## src/rtl/pipelined_universal_shifter_if.sv

```systemverilog
// pipelined_universal_shifter_if: operand/result handshake bundle for the pipelined shifter
interface pipelined_universal_shifter_if #(parameter int WIDTH = 16, parameter int SHW = 4);
  logic             in_valid;
  logic             in_ready;
  logic [WIDTH-1:0] A;
  logic [SHW-1:0]   Shift;
  logic [2:0]       Mode;
  logic             out_valid;
  logic             out_ready;
  logic [WIDTH-1:0] out;
  logic [SHW:0]     occupancy;
  modport master (output in_valid, A, Shift, Mode, out_ready, input in_ready, out_valid, out, occupancy);
  modport slave  (input in_valid, A, Shift, Mode, out_ready, output in_ready, out_valid, out, occupancy);
endinterface

```

## src/rtl/pipelined_universal_shifter.sv

```systemverilog
// pipelined_universal_shifter: log-stage barrel shifter, stage k shifts by 2^k, whole pipe stalls on output backpressure
module pipelined_universal_shifter #(
  parameter int WIDTH = 16,
  parameter int SHW   = 4
) (
  input logic clk,
  input logic reset,
  pipelined_universal_shifter_if.slave bus
);
  logic [WIDTH-1:0] data_q [SHW];
  logic [WIDTH-1:0] data_d [SHW];
  logic [WIDTH-1:0] src_data [SHW];
  logic [SHW-1:0]   shamt_q [SHW];
  logic [SHW-1:0]   shamt_d [SHW];
  logic [SHW-1:0]   src_shamt [SHW];
  logic [2:0]       mode_q [SHW];
  logic [2:0]       src_mode [SHW];
  logic [SHW-1:0]   vld_q;
  logic [SHW-1:0]   src_vld;
  logic [SHW:0]     occ_q;
  logic [SHW:0]     occ_d;
  logic             adv;
  logic             acc;
  logic             ret;

  function automatic logic [WIDTH-1:0] step(input logic [WIDTH-1:0] d, input logic [2:0] m, input int n);
    logic signed [WIDTH-1:0] asr;
    asr = $signed(d) >>> n;
    return m == 3'b000 ? d >> n :
           m == 3'b001 ? d << n :
           m == 3'b010 ? asr :
           m == 3'b011 ? (d >> n) | (d << (WIDTH - n)) :
           m == 3'b100 ? (d << n) | (d >> (WIDTH - n)) : d;
  endfunction

  // remaining shift bits travel right-aligned, so every stage consumes bit 0
  always_comb begin
    src_data[0]  = bus.A;
    src_shamt[0] = bus.Shift;
    src_mode[0]  = bus.Mode;
    src_vld[0]   = bus.in_valid;
    for (int k = 1; k < SHW; k++) begin
      src_data[k]  = data_q[k-1];
      src_shamt[k] = shamt_q[k-1];
      src_mode[k]  = mode_q[k-1];
      src_vld[k]   = vld_q[k-1];
    end
    for (int k = 0; k < SHW; k++) begin
      data_d[k]  = src_shamt[k][0] ? step(src_data[k], src_mode[k], 1 << k) : src_data[k];
      shamt_d[k] = src_shamt[k] >> 1;
    end
  end

  assign adv           = !vld_q[SHW-1] | bus.out_ready;
  assign acc           = bus.in_valid & adv;
  assign ret           = vld_q[SHW-1] & bus.out_ready;
  assign occ_d         = occ_q + (SHW+1)'(acc) - (SHW+1)'(ret);
  assign bus.in_ready  = adv;
  assign bus.out_valid = vld_q[SHW-1];
  assign bus.out       = data_q[SHW-1];
  assign bus.occupancy = occ_q;

  always_ff @(posedge clk or posedge reset)
    if (reset) begin
      vld_q <= '0;
      occ_q <= '0;
      for (int k = 0; k < SHW; k++) begin
        data_q[k]  <= '0;
        shamt_q[k] <= '0;
        mode_q[k]  <= '0;
      end
    end else begin
      occ_q <= occ_d;
      if (adv) begin
        vld_q   <= src_vld;
        data_q  <= data_d;
        shamt_q <= shamt_d;
        mode_q  <= src_mode;
      end
    end
endmodule

```

## src/flat_wrapper.sv

```systemverilog
// flat-port wrapper written by rule: the top's interface ports become plain ports
module pipelined_universal_shifter_flat 
#(
  parameter int WIDTH = 16,
  parameter int SHW   = 4
)
  (clk, reset, bus_in_valid, bus_A, bus_Shift, bus_Mode, bus_out_ready, bus_in_ready, bus_out_valid, bus_out, bus_occupancy);
  pipelined_universal_shifter_if #(.WIDTH(WIDTH), .SHW(SHW)) bus_i ();
  input logic clk;
  input logic reset;
  input wire logic [$bits(bus_i.in_valid)-1:0] bus_in_valid;
  input wire logic [$bits(bus_i.A)-1:0] bus_A;
  input wire logic [$bits(bus_i.Shift)-1:0] bus_Shift;
  input wire logic [$bits(bus_i.Mode)-1:0] bus_Mode;
  input wire logic [$bits(bus_i.out_ready)-1:0] bus_out_ready;
  output wire logic [$bits(bus_i.in_ready)-1:0] bus_in_ready;
  output wire logic [$bits(bus_i.out_valid)-1:0] bus_out_valid;
  output wire logic [$bits(bus_i.out)-1:0] bus_out;
  output wire logic [$bits(bus_i.occupancy)-1:0] bus_occupancy;
  assign bus_i.in_valid = bus_in_valid;
  assign bus_i.A = bus_A;
  assign bus_i.Shift = bus_Shift;
  assign bus_i.Mode = bus_Mode;
  assign bus_i.out_ready = bus_out_ready;
  assign bus_in_ready = bus_i.in_ready;
  assign bus_out_valid = bus_i.out_valid;
  assign bus_out = bus_i.out;
  assign bus_occupancy = bus_i.occupancy;
  pipelined_universal_shifter #(.WIDTH(WIDTH), .SHW(SHW)) u_core (.clk(clk), .reset(reset), .bus(bus_i));
endmodule
```

## config.mk

```make
export PLATFORM = sky130hd
export DESIGN_NAME = pipelined_universal_shifter_flat
export DESIGN_NICKNAME = d
export VERILOG_FILES = /design/src/rtl/pipelined_universal_shifter_if.sv /design/src/rtl/pipelined_universal_shifter.sv /design/src/flat_wrapper.sv
export SDC_FILE = /design/constraint.sdc
export NUM_CORES = 1
export LEC_CHECK = 0
export ABC_AREA = 1
export CAP_MARGIN = 20
export CELL_PAD_IN_SITES_DETAIL_PLACEMENT = 1
export CELL_PAD_IN_SITES_GLOBAL_PLACEMENT = 2
export CORE_ASPECT_RATIO = 1.1
export CORE_MARGIN = 3
export CORE_UTILIZATION = 32
export CTS_CLUSTER_DIAMETER = 50
export DETAILED_ROUTE_END_ITERATION = 8
export PLACE_DENSITY_LB_ADDON = 0.1
export SLEW_MARGIN = 20
export SYNTH_ARGS = -nofsm -noshare
export SYNTH_HDL_FRONTEND = slang
export SYNTH_SLANG_ARGS = --single-unit
```

## constraint.sdc

```tcl
create_clock -name clk -period 4.4 [get_ports clk]
set_input_delay 1.32 -clock clk [delete_from_list [all_inputs] [get_ports clk]]
set_output_delay 1.32 -clock clk [all_outputs]
set_load 0.02 [all_outputs]
```

# After elaboration in Yosys (flattened, before gate mapping)
# Cells that the tools add are included.
op_classes:
  n_bitwise: 10
  eq_ne: 16
  n_reduce_logical: 5
  mux: 24
  add_sub_neg: 2
op_table:
  columns: ["op", "count"]
  rows:
  - ["2-to-1 mux 16 bit", 24]
  - ["== test 3 x 2 -> 1 bit, second input constant", 8]
  - ["bitwise OR 12 x 16 -> 16 bit", 1]
  - ["bitwise OR 14 x 16 -> 16 bit", 1]
  - ["bitwise OR 15 x 16 -> 16 bit", 1]
  - ["bitwise OR 16 x 1 -> 16 bit", 1]
  - ["bitwise OR 16 x 2 -> 16 bit", 1]
  - ["bitwise OR 16 x 4 -> 16 bit", 1]
  - ["bitwise OR 8 x 16 -> 16 bit", 1]
  - ["== test 3 x 1 -> 1 bit, second input constant", 4]
  - ["== test 3 bit, second input constant", 4]
  - ["logical NOT 3 bit", 4]
  - ["adder 5 x 1 -> 5 bit", 1]
  - ["subtractor 5 x 1 -> 5 bit", 1]
  - ["bitwise AND 1 bit", 2]
  - ["logical NOT 1 bit", 1]
  - ["bitwise OR 1 bit", 1]
word_totals:
  inputBits: 27
  reg_bits: 88

# Logic depth before layout (Yosys ltp)
logic_depth:
  word_depth: 7
  mapped_depth: 13
  ltp_nobuf: 11

# Worst setup path after synthesis
# Ideal clock, no wire load.
synth_timing:
  kind: "in2out"
  startpoint: "input bus_out_ready"
  endpoint: "output bus_in_ready"
  arrival_ns: 1.998
  required_time_ns: 3.080
  cell_stages: 4
  path_slack_ns: 1.082
  path_buffers: 2
  cell_sequence: "nor2_2 -> inv_2 -> clkbuf_1 -> buf_2"
synth_between:
  elab_chain_cells: 1
synth_lines:
  columns: ["element", "line_no", "rtl"]
  rows:
  - ["start: declaration", "flat_wrapper.sv:15", "input wire logic [$bits(bus_i.out_ready)-1:0] bus_out_ready;"]
  - ["bitwise OR 1 bit", "pipelined_universal_shifter.sv:54", "assign adv = !vld_q[SHW-1] | bus.out_ready;"]
  - ["end: declaration", "flat_wrapper.sv:16", "output wire logic [$bits(bus_i.in_ready)-1:0] bus_in_ready;"]
# Every way passes these cells.

# Worst setup path after layout
# Ends and elaborated chain as after synthesis.

==> results.md <==
* DRC at 0
* Antenna-violating nets left at 0
* Leakage power total at 0.003465 uW
* TNS Setup at 0 ns
* Diodes inserted at 0
* Fill cell count at 2325
* RD Place Congestion at 0.8638
* Max_slew headroom at 44.75%
* Switching Share at 49.45%
* F_max at 257.6 MHz
* Synthesized area at 5799 um^2
* Max Cap Violations at 0
* Slew Viols, Final at 0
* Status: complete, no violations
* Detailed Place HPWL at 13600 um
* CP peak stage delay at 0.59 ns
* Kind of critical path: input pin to output port
* Synth unique cells at 33
* CP required at 3.08 ns
* Cell Int Power at 2609 uW
* Starting Density at 32.69%
* WL per Instance at 15.78 um
* Drt pass-1 iters at 4
* Area growth from synthesis to layout at 14.69%
* Via count at 5523
* Grt total ovfl at 0
* Cell type of the slowest stage on the worst timing path: clkdlybuf4s50_1
* Max VDD drop at 0.2232 mV
* Worst path bufs/invs at 3
* Gates resized, CTS repair at 0
* Non-Filler Cell Area, Final at 6651 um^2
* Flop pwr share at 30.2%
* Sink Count at 88
* Layout cells sized above 1 at 6.125%
* Core area at 17740 um^2
* Syn. warnings at 0
* CP endpoint kind: output port
* Vias in the first global route at 5989
* Post-CTS Setup Repair Bufs at 0
* Die ar. at 19780 um^2
* H-tree levels at 3
* Syn Area/Cell at 6.605 um^2
* FF+latch count, synth at 88
* DRT Wirelength at 17920 um
* I/O Buffers at 49
* CP arrival at 2.56 ns
* Pin count of the biggest net entering global routing at 88
* RSZ-0062 raised after global routing: no
* Die Y at 147.2 um
* Comb pwr share at 55.4%
* Crit path top cell by count: clkdlybuf4s50_1
* Sequential share of the synthesized area at 37.97%
* Top delay family on crit path: buffers and inverters
* Pwr dens at 776.0 nW/um^2
* Worst-margin pin slew at 0.8287 ns
* Initial antenna violation count at 0
* Root Driver: clkbuf_16
* CTS Hold Bufs at 0
* GRT Total Usage at 19.03%
* Clk pwr share at 14.3%
* CTS tree: done
* Num ports at 50
* Endpoints failing setup at 0
* Fin worst setup slack at 0.5184 ns
* Tcrit/Tclk final at 88.22%
* FP Rows at 51
* Cells after Synth at 878
* Clk_lat worst skew at 0.35 ns
* TritonCTS buffer count at 9
* Hold Crit Class: register to register
* Bufs on Longest Clock Path at 2
* Number of failing hold endpoints at the final stage at 0
* Pre-CTS setup slack at 0.5240 ns
* Post-Route Skew at 0.006572 ns
* Final net count at 926
* Min Tclk post-route at 3.882 ns
* Startpoint type of the worst setup path: input pin
* First-pass GRT wire length at 30390 um
* Clock transition at path regs at 0.07 ns
* Syn_nets at 911
* Switching power at 2552 uW
* Worst-path fanout max at 3
* DR iter-0 viols at 177
* CP cell instances: clkdlybuf4s50_1, nor2_4, inv_2, clkdlybuf4s50_1
* Vias per cell at 4.862
* Placed cell area at 6366 um^2
* Die W at 134.4 um
-- flip-flops by register name (all words and copies together) (netlist names) --
signal and cells:
u_core.vld_q 4, u_core.mode_q 9, u_core.bus.occupancy 5, u_core.shamt_q 3, u_core.data_q 48, u_core.bus.out 16
u_core.shamt_d 3
-- cells in the final DEF, fill, tap and decap left out, drive strengths merged --
cell	count
a21oi	73
a31oi	2
buf	3
clkbuf	12
clkdlybuf4s50	49
clkinv	3
clkinvlp	2
dfrtp	88
fa	1
ha	5
inv	129
nand2	308
nand3	53
nand4	4
nor2	51
nor3	2
o211ai	2
o21ai	83
o21bai	1
o22ai	23
xnor2	1
xor2	3
-- cells by family (layout without fill, tap and decap cells) --
| group | count (synthesis) | after routing | synth area share [%] |
|---|---|---|---|
| flops | 88 | 88 | 37.97 |
| xor+xnor | 4 | 4 | 0.6042 |
| compound gates | 184 | 184 | 17.13 |
| fa+ha+maj | 6 | 6 | 1.424 |
| simple gates | 418 | 418 | 29.88 |
| buf+inv | 178 | 198 | 12.99 |
-- cell usage after synthesis, drive strengths merged --
master	count	area (um^2)
xor2	3	26.28
inv	130	490.5
nand4	4	25.02
nor2	51	216.5
o21ai	83	422.9
nand3	53	285.3
clkbuf	19	71.32
fa	1	20.02
buf	29	191.4
nor3	2	15.01
nand2	308	1191
a31oi	2	12.51
o211ai	2	15.01
o21bai	1	7.510
xnor2	1	8.760
o22ai	23	143.9
a21oi	73	391.6
ha	5	62.56
dfrtp	88	2202
-- path summary, 6_finish.rpt --
| path | startpoint | end | slack, ns | depth (start not counted) |
|---|---|---|---|---|
| worst max register to register | u_core.mode_q[9] | u_core.data_q[41] | 2.25 | 7 |
| worst min-delay path | u_core.vld_q[2] | u_core.vld_q[3] | 0.46 | 2 |
| worst min register to register | u_core.vld_q[2] | u_core.vld_q[3] | 0.46 | 2 |
| min in group asynchronous | reset | u_core.mode_q[10] | 1.43 | 2 |
| max in group asynchronous | reset | u_core.bus.out[1] | 2.28 | 3 |
| worst max-delay path | bus_out_ready | bus_in_ready | 0.52 | 4 |
-- per-layer routing --
metal / vias up / global-route usage [%] / share of wire (%)
met3: 39 / 2.192 / 1.9
met1: 2615 / 21.20 / 41
met5: - / 0 / 0
met2: 83 / 35.59 / 53
li1: 2786 / - / -
met4: 0 / 9.267 / 3.8
-- per-stage QoR --
step / power, uW / hold WS, ns / util [%] / std cells
after CTS: 5244 / 0.4681 / 37.49 / 1136
after global placement: 4374 / 0.4385 / 35.89 / 1120
after floorplan: 3620 / 0.4198 / - / 878
after global routing: 5711 / 0.4894 / 37.49 / 1136
after detailed placement: 4471 / 0.4529 / 35.89 / 1120
final: 5162 / 0.4569 / 37.49 / 1136
-- layout make-up --
type | count | area [um^2] | area share, %
inverter | 130 | 491.7 | 7.393
timing repair buffer | 52 | 525.5 | 7.901
sequential | 88 | 2202 | 33.11
multi-input combinational | 612 | 2849 | 42.83
clock buffer | 12 | 256.5 | 3.856
tap | 238 | 297.8 | 4.477
clock inverter | 4 | 28.78 | 0.4327
-- worst register-to-register path: stages (launching register included) --
cell and delay (ns):
dfrtp_1 0.45, inv_1 0.12, o21ai_2 0.51, nand2_1 0.42
o22ai_1 0.24, nand2_1 0.07, nand2_1 0.10, o21ai_0 0.09
-- power by group through the flow --
stage / Combinational (uW) / Clock [uW] / Sequential, uW
global placement: 2810 / 0 / 1560
CTS: 2910 / 769 / 1570
finish: 2860 / 739 / 1560
global route: 3280 / 803 / 1620
detailed placement: 2890 / 0 / 1580
floorplan: 2160 / 0 / 1460
(Power assumes the default switching activity.)
